[config.mk]
export PLATFORM = sky130hd
export DESIGN_NAME = segshift_receiver
export DESIGN_NICKNAME = d
export VERILOG_FILES = /design/src/rtl/seg_pkg.sv /design/src/rtl/seg2bcd.sv /design/src/rtl/segshift_receiver.sv
export SDC_FILE = /design/constraint.sdc
export NUM_CORES = 1
export LEC_CHECK = 0
export BUFFER_PORTS_ARGS = -buffer_cell sky130_fd_sc_hd__clkbuf_2
export CAP_MARGIN = 20
export CORE_MARGIN = 2
export CORE_UTILIZATION = 35
export DETAILED_ROUTE_END_ITERATION = 8
export PLACE_DENSITY_LB_ADDON = 0.08
export SLEW_MARGIN = 10
export SYNTH_ARGS = -nofsm -noshare
export SYNTH_HDL_FRONTEND = slang
export SYNTH_HIERARCHICAL = 1
export SYNTH_SLANG_ARGS = --single-unit
[constraint.sdc]
create_clock -name clk -period 2.7 [get_ports clk]
set_clock_uncertainty 0.15 [all_clocks]
set_input_delay 0.27 -clock clk [delete_from_list [all_inputs] [get_ports clk]]
set_output_delay 0.27 -clock clk [all_outputs]
set_load 0.05 [all_outputs]
[src/rtl/seg_pkg.sv]
// Shared 7-segment definitions: code table, frame length, receiver state encoding.
package seg_pkg;

  // Serial frame length: 7 segment bits (a..g, LSB first) plus one pad bit
  localparam int unsigned SEG_BITS = 8;

  // Segment codes, bit order {pad, g, f, e, d, c, b, a}
  localparam logic [SEG_BITS-1:0] SEG_0 = 8'h3F;
  localparam logic [SEG_BITS-1:0] SEG_1 = 8'h06;
  localparam logic [SEG_BITS-1:0] SEG_2 = 8'h5B;
  localparam logic [SEG_BITS-1:0] SEG_3 = 8'h4F;
  localparam logic [SEG_BITS-1:0] SEG_4 = 8'h66;
  localparam logic [SEG_BITS-1:0] SEG_5 = 8'h6D;
  localparam logic [SEG_BITS-1:0] SEG_6 = 8'h7D;
  localparam logic [SEG_BITS-1:0] SEG_7 = 8'h07;
  localparam logic [SEG_BITS-1:0] SEG_8 = 8'h7F;
  localparam logic [SEG_BITS-1:0] SEG_9 = 8'h6F;

  // Receiver frame state
  typedef enum logic {
    ST_IDLE = 1'b0,
    ST_RECV = 1'b1
  } rx_state_e;

  // Decoded digit: error flag plus BCD nibble (4'hF when err is set)
  typedef struct packed {
    logic       err;
    logic [3:0] nibble;
  } bcd_res_t;

endpackage

[src/rtl/seg2bcd.sv]
// Combinational segment code to BCD decoder; anything outside the table is an error.
module seg2bcd
  import seg_pkg::*;
(
  input  logic [SEG_BITS-1:0] code_i,
  output bcd_res_t            res_o
);

  // Table lookup; pad bit set never matches, so it lands in the error default
  always_comb begin
    res_o = '{err: 1'b1, nibble: 4'hF};
    case (code_i)
      SEG_0:   res_o = '{err: 1'b0, nibble: 4'd0};
      SEG_1:   res_o = '{err: 1'b0, nibble: 4'd1};
      SEG_2:   res_o = '{err: 1'b0, nibble: 4'd2};
      SEG_3:   res_o = '{err: 1'b0, nibble: 4'd3};
      SEG_4:   res_o = '{err: 1'b0, nibble: 4'd4};
      SEG_5:   res_o = '{err: 1'b0, nibble: 4'd5};
      SEG_6:   res_o = '{err: 1'b0, nibble: 4'd6};
      SEG_7:   res_o = '{err: 1'b0, nibble: 4'd7};
      SEG_8:   res_o = '{err: 1'b0, nibble: 4'd8};
      SEG_9:   res_o = '{err: 1'b0, nibble: 4'd9};
      default: res_o = '{err: 1'b1, nibble: 4'hF};
    endcase
  end

endmodule

[src/rtl/segshift_receiver.sv]
// Serial 7-segment link receiver: one bit per strobe edge on every lane, 8 edges per frame,
// each lane decoded back to BCD with a per-digit error flag. Partial frames time out.
module segshift_receiver
  import seg_pkg::*;
#(
  parameter int unsigned DIGITS  = 6,
  parameter int unsigned TIMEOUT = 32
) (
  input  logic                  clk,
  input  logic                  reset,
  input  logic [DIGITS-1:0]     seg_in,
  input  logic                  shift_in,
  output logic [4*DIGITS-1:0]   cnt_out,
  output logic                  valid,
  output logic [DIGITS-1:0]     digit_err,
  output logic                  timeout
);

  localparam int unsigned IDLE_W = $clog2(TIMEOUT + 1);
  localparam int unsigned CNT_W  = $clog2(SEG_BITS);
  localparam int unsigned SR_W   = SEG_BITS - 1;

  localparam logic [CNT_W-1:0]  LAST_BIT = CNT_W'(SEG_BITS - 1);
  localparam logic [IDLE_W-1:0] IDLE_MAX = IDLE_W'(TIMEOUT);

  rx_state_e             state_q;
  logic                  shift_prev_q;
  logic [CNT_W-1:0]      bitcnt_q;
  logic [IDLE_W-1:0]     idle_q;
  logic [SR_W-1:0]       sr_q [DIGITS];
  logic [4*DIGITS-1:0]   cnt_q;
  logic [DIGITS-1:0]     err_q;
  logic                  valid_q;
  logic                  timeout_q;

  logic                  edge_c;
  logic [IDLE_W-1:0]     idle_inc_c;
  bcd_res_t              dec_res_c [DIGITS];
  logic [4*DIGITS-1:0]   dec_cnt_c;
  logic [DIGITS-1:0]     dec_err_c;

  // Rising strobe edge and saturating idle-count increment
  assign edge_c     = shift_in & ~shift_prev_q;
  assign idle_inc_c = (idle_q == IDLE_MAX) ? idle_q : idle_q + IDLE_W'(1);

  // Per-lane decode of the frame completed by the current edge: {live bit, 7 stored bits}
  for (genvar d = 0; d < DIGITS; d++) begin : g_lane
    seg2bcd u_dec (
      .code_i ({seg_in[d], sr_q[d]}),
      .res_o  (dec_res_c[d])
    );
    assign dec_cnt_c[4*d +: 4] = dec_res_c[d].nibble;
    assign dec_err_c[d]        = dec_res_c[d].err;
  end

  // Frame FSM, bit/idle counters, lane shift registers and registered outputs
  always_ff @(posedge clk) begin
    if (reset) begin
      state_q      <= ST_IDLE;
      shift_prev_q <= 1'b1;
      bitcnt_q     <= '0;
      idle_q       <= '0;
      cnt_q        <= '0;
      err_q        <= '0;
      valid_q      <= 1'b0;
      timeout_q    <= 1'b0;
      for (int d = 0; d < DIGITS; d++) sr_q[d] <= '0;
    end else begin
      shift_prev_q <= shift_in;
      valid_q      <= 1'b0;
      timeout_q    <= 1'b0;
      case (state_q)
        ST_IDLE: begin
          if (edge_c) begin
            for (int d = 0; d < DIGITS; d++) sr_q[d][0] <= seg_in[d];
            bitcnt_q <= CNT_W'(1);
            idle_q   <= '0;
            state_q  <= ST_RECV;
          end
        end
        ST_RECV: begin
          if (edge_c) begin
            idle_q <= '0;
            if (bitcnt_q == LAST_BIT) begin
              cnt_q    <= dec_cnt_c;
              err_q    <= dec_err_c;
              valid_q  <= 1'b1;
              bitcnt_q <= '0;
              state_q  <= ST_IDLE;
            end else begin
              for (int d = 0; d < DIGITS; d++) sr_q[d][bitcnt_q] <= seg_in[d];
              bitcnt_q <= bitcnt_q + CNT_W'(1);
            end
          end else if (idle_inc_c == IDLE_MAX) begin
            timeout_q <= 1'b1;
            idle_q    <= '0;
            bitcnt_q  <= '0;
            state_q   <= ST_IDLE;
          end else begin
            idle_q <= idle_inc_c;
          end
        end
        default: state_q <= ST_IDLE;
      endcase
    end
  end

  assign cnt_out   = cnt_q;
  assign digit_err = err_q;
  assign valid     = valid_q;
  assign timeout   = timeout_q;

endmodule

==> flow_summary_export.csv <==
group,metric,value,unit
clock_tree,post_cts_buffers,0,
detailed_routing,drc,0,
clock_tree,clockBufferDepth,2,
sta,slew_headroom,67.0,%
logic_synthesis,synth_ff_type,"dfxtp_1",
worst_setup_path,crit_path_top_delay_cell,"dfxtp_1",
pwr,leakagePower,1.76,nW
global_routing,grt_pass1_wl,17.2,mm
finish,layout.area.seq,0.00212,mm^2
placed_design,dp_hpwl,7.62,mm
global_routing,grt_util_all_layers,16.8,%
logic_synthesis,avgSynthCellArea,9.14,um^2
pwr,max-vdd-ir-drop,0.210,mV
finish,multi_input_area,0.00220,mm^2
worst_setup_path,critPathArrivalTime,2210,ps
sta,worstMarginPinSlew,495,ps
worst_hold_path,hold_path.class,"primary input to flip-flop",
placed_design,port-buffer-count,40,
detailed_routing,ant_nets,0,
die,ios,41,
detailed_routing,wl_per_cell,15.0,um
die,row_count,41,
die,die_x,116,um
sta,fmaxAchievable,0.430,GHz
logic_synthesis,synth_edf_count,42,
detailed_routing,vias_per_cell,5.12,
job,maxCapViolations,0,
clock_tree,clkLatencyLatePin,340,ps
global_routing,grt_max_degree,46,
sta,hold_viol,0,
die,start_util,35.5,%
global_routing,grt.overflow.total,0,
pwr,p_per_area,542,mW/mm^2
placed_design,place.gp.congestion,0.810,
sta,setup_viol,0,
sta,fin_setup_tns,0,ps
logic_synthesis,syn_nets,497,
finish,drive_gt1_share,16.2,%
clock_tree,cts_tree,"yes",
detailed_routing,dr.pass1.iters,4,
worst_setup_path,path_max_fanout,9,
sta,grt_setup_unrepaired,"false",
clock_tree,cts_max_level,3,
worst_setup_path,cp_slowest_stage_delay,390,ps
logic_synthesis,synthCells,484,
clock_tree,clkTransAtPathRegs,60,ps
worst_setup_path,crit_family,"simple AND/OR/NAND/NOR gates",
clock_tree,cts-buffers-inserted,9,
die,die_area,0.0135,mm^2
logic_synthesis,ys_types,46,
worst_setup_path,crit_path_end_kind,"flip-flop",
clock_tree,cts-root-buf,"clkbuf_16",
worst_setup_path,crit_type,"flip-flop to flip-flop",
sta,drv_slew,0,
status,status,"finished clean",
clock_tree,clock-sinks,85,
logic_synthesis,synth_seq_area_share,48.0,%
die,coreArea,0.0125,mm^2
sta,whs,248,ps
worst_setup_path,worst_ep_required_time,2590,ps
worst_setup_path,start_kind,"flip-flop",
finish,diodes,0,
sta,period_share,86.1,%
die,die_h,116,um
finish,fillers,1273,
finish,syn2layout_area_growth,17.1,%
global_routing,antenna_found_initial,0,
worst_setup_path,crit_buf_inv,0,
worst_setup_path,crit_top_cell,"ha_1",
detailed_routing,vias,3638,
logic_synthesis,synthesis.area,0.00442,mm^2
detailed_routing,drt_iter0_drc,173,
worst_setup_path,worstPathCellList,"ha_1 > ha_1 > nor4b_1 > nand2_1 > nor3_1 > or2_2",
finish,final_nets,546,
global_routing,first_global_vias,3326,
logic_synthesis,ys_ff_latch,85,
logic_synthesis,yosys_warnings,6,
logic_synthesis,async_flop_share,0,%
detailed_routing,drt-total-wl,10.7,mm
sta,period_minus_slack,2330,ps
-- what timing repair did --
item	4_1_cts	5_1_grt
endpoints found under the hold margin	1	0
hold buffers	1	0
resized for setup	0	0
-- final timing paths --
check	from	to	slack, ps	cells past startpoint
worst max-delay path	bitcnt_q[1]$_SDFFE_PP0P_	sr_q[1][1]$_SDFFCE_PN0P_	370	6
worst min-delay path	seg_in[3]	sr_q[3][3]$_SDFFCE_PN0P_	250	2
worst min register to register	cnt_out[1]$_SDFFE_PP0P_	cnt_out[1]$_SDFFE_PP0P_	300	2
worst max register to register	bitcnt_q[1]$_SDFFE_PP0P_	sr_q[1][1]$_SDFFCE_PN0P_	370	6
-- layout by cell type, fill, tap and decap left out, types with 6 or more instances in the layout --
cell / netlist / final
clkbuf_2: 0 / 40
or3_1: 7 / 7
buf_4: 0 / 12
and2_1: 36 / 36
dfxtp_1: 43 / 43
o32ai_1: 6 / 6
inv_1: 9 / 9
clkbuf_16: 0 / 11
nand3_1: 9 / 9
a21oi_1: 63 / 63
nand2b_1: 24 / 24
o22ai_1: 12 / 12
nor4_2: 6 / 6
nor3_1: 14 / 14
nor4_1: 6 / 6
a21oi_2: 6 / 6
or2_2: 7 / 7
nand2_1: 73 / 73
nand4b_1: 6 / 6
nor2b_1: 13 / 13
a311o_1: 6 / 6
nor3b_1: 8 / 8
a21boi_0: 6 / 6
edfxtp_1: 42 / 42
a32oi_1: 6 / 6
nor2_1: 30 / 29
-- per-stage QoR --
step | util, % | setup WS [ps] | std cells | cell area [um^2] | total power, mW
floorplan | - | 409 | 484 | 4420 | 1.52
global placement | 39.0 | 425 | 693 | 4860 | 1.58
detailed placement | 39.0 | 405 | 693 | 4860 | 1.58
CTS | 41.5 | 398 | 710 | 5180 | 2.84
global route | 41.5 | 259 | 710 | 5180 | 2.93
finish | 41.5 | 374 | 710 | 5180 | 2.81
-- flip-flops by register name, summed over array words and instances, names as in the netlist --
name / flops
bitcnt_q: 3
cnt_out: 24
digit_err: 6
idle_q: 6
shift_prev_q: 1
sr_q: 42
state_q: 1
timeout: 1
valid: 1
-- cell usage after synthesis, types with 2 or more instances --
cell type | n | area share, %
a21boi_0 | 6 | 1.0
a21o_1 | 2 | 0.34
a21oi_1 | 63 | 7.1
a21oi_2 | 6 | 1.2
a311o_1 | 6 | 1.4
a32o_1 | 2 | 0.45
a32oi_1 | 6 | 1.2
and2_1 | 36 | 5.1
clkbuf_1 | 12 | 1.0
dfxtp_1 | 43 | 19
edfxtp_1 | 42 | 29
ha_1 | 4 | 1.1
inv_1 | 9 | 0.76
mux2i_1 | 2 | 0.45
nand2_1 | 73 | 6.2
nand2b_1 | 24 | 3.4
nand3_1 | 9 | 1.0
nand4_1 | 2 | 0.28
nand4b_1 | 6 | 1.2
nor2_1 | 30 | 2.5
nor2b_1 | 13 | 1.8
nor3_1 | 14 | 1.6
nor3b_1 | 8 | 1.4
nor4_1 | 6 | 0.85
nor4_2 | 6 | 1.7
o21ai_0 | 2 | 0.23
o22ai_1 | 12 | 1.7
o31ai_1 | 2 | 0.34
o32ai_1 | 6 | 1.2
or2_2 | 7 | 0.99
or3_1 | 7 | 0.99
xnor2_1 | 2 | 0.40
xor2_1 | 3 | 0.59
-- layer usage --
metal | GRT usage (%) | vias to the layer above | routed length (um)
met3 | 2.85 | 10 | 279
met5 | 0 | - | 0
met4 | 6.19 | 0 | 148
li1 | - | 1853 | -
met1 | 22.5 | 1724 | 5300
met2 | 27.2 | 51 | 4940
-- report_power, final --
part | leakage, nW | internal, mW | total (mW) | switching (mW)
Combinational | 0.829 | 0.0475 | 0.128 | 0.0801
Clock | 0.147 | 0.763 | 1.25 | 0.491
Sequential | 0.781 | 1.38 | 1.43 | 0.0458
-- cell families after synthesis --
logic type	count (synthesis)	synth area share (%)
AO/OA/AOI/OAI	118	17.1
XOR/XNOR	5	0.991
AND/OR/NAND/NOR	246	30.1
buffers and inverters	24	2.24
adder cells (fa/ha/maj)	4	1.13
multiplexers	2	0.453
flip-flops	85	48.0
-- area by class of cell --
cell class / instances / share of cell area [%]
clock buffers: 16 / 5.87
inverters: 9 / 0.652
multi-input cells: 375 / 42.5
flip-flops and latches: 85 / 41.0
well taps: 172 / 4.16
repair buffers: 53 / 5.80
Power figures use the tool's default switching activity.
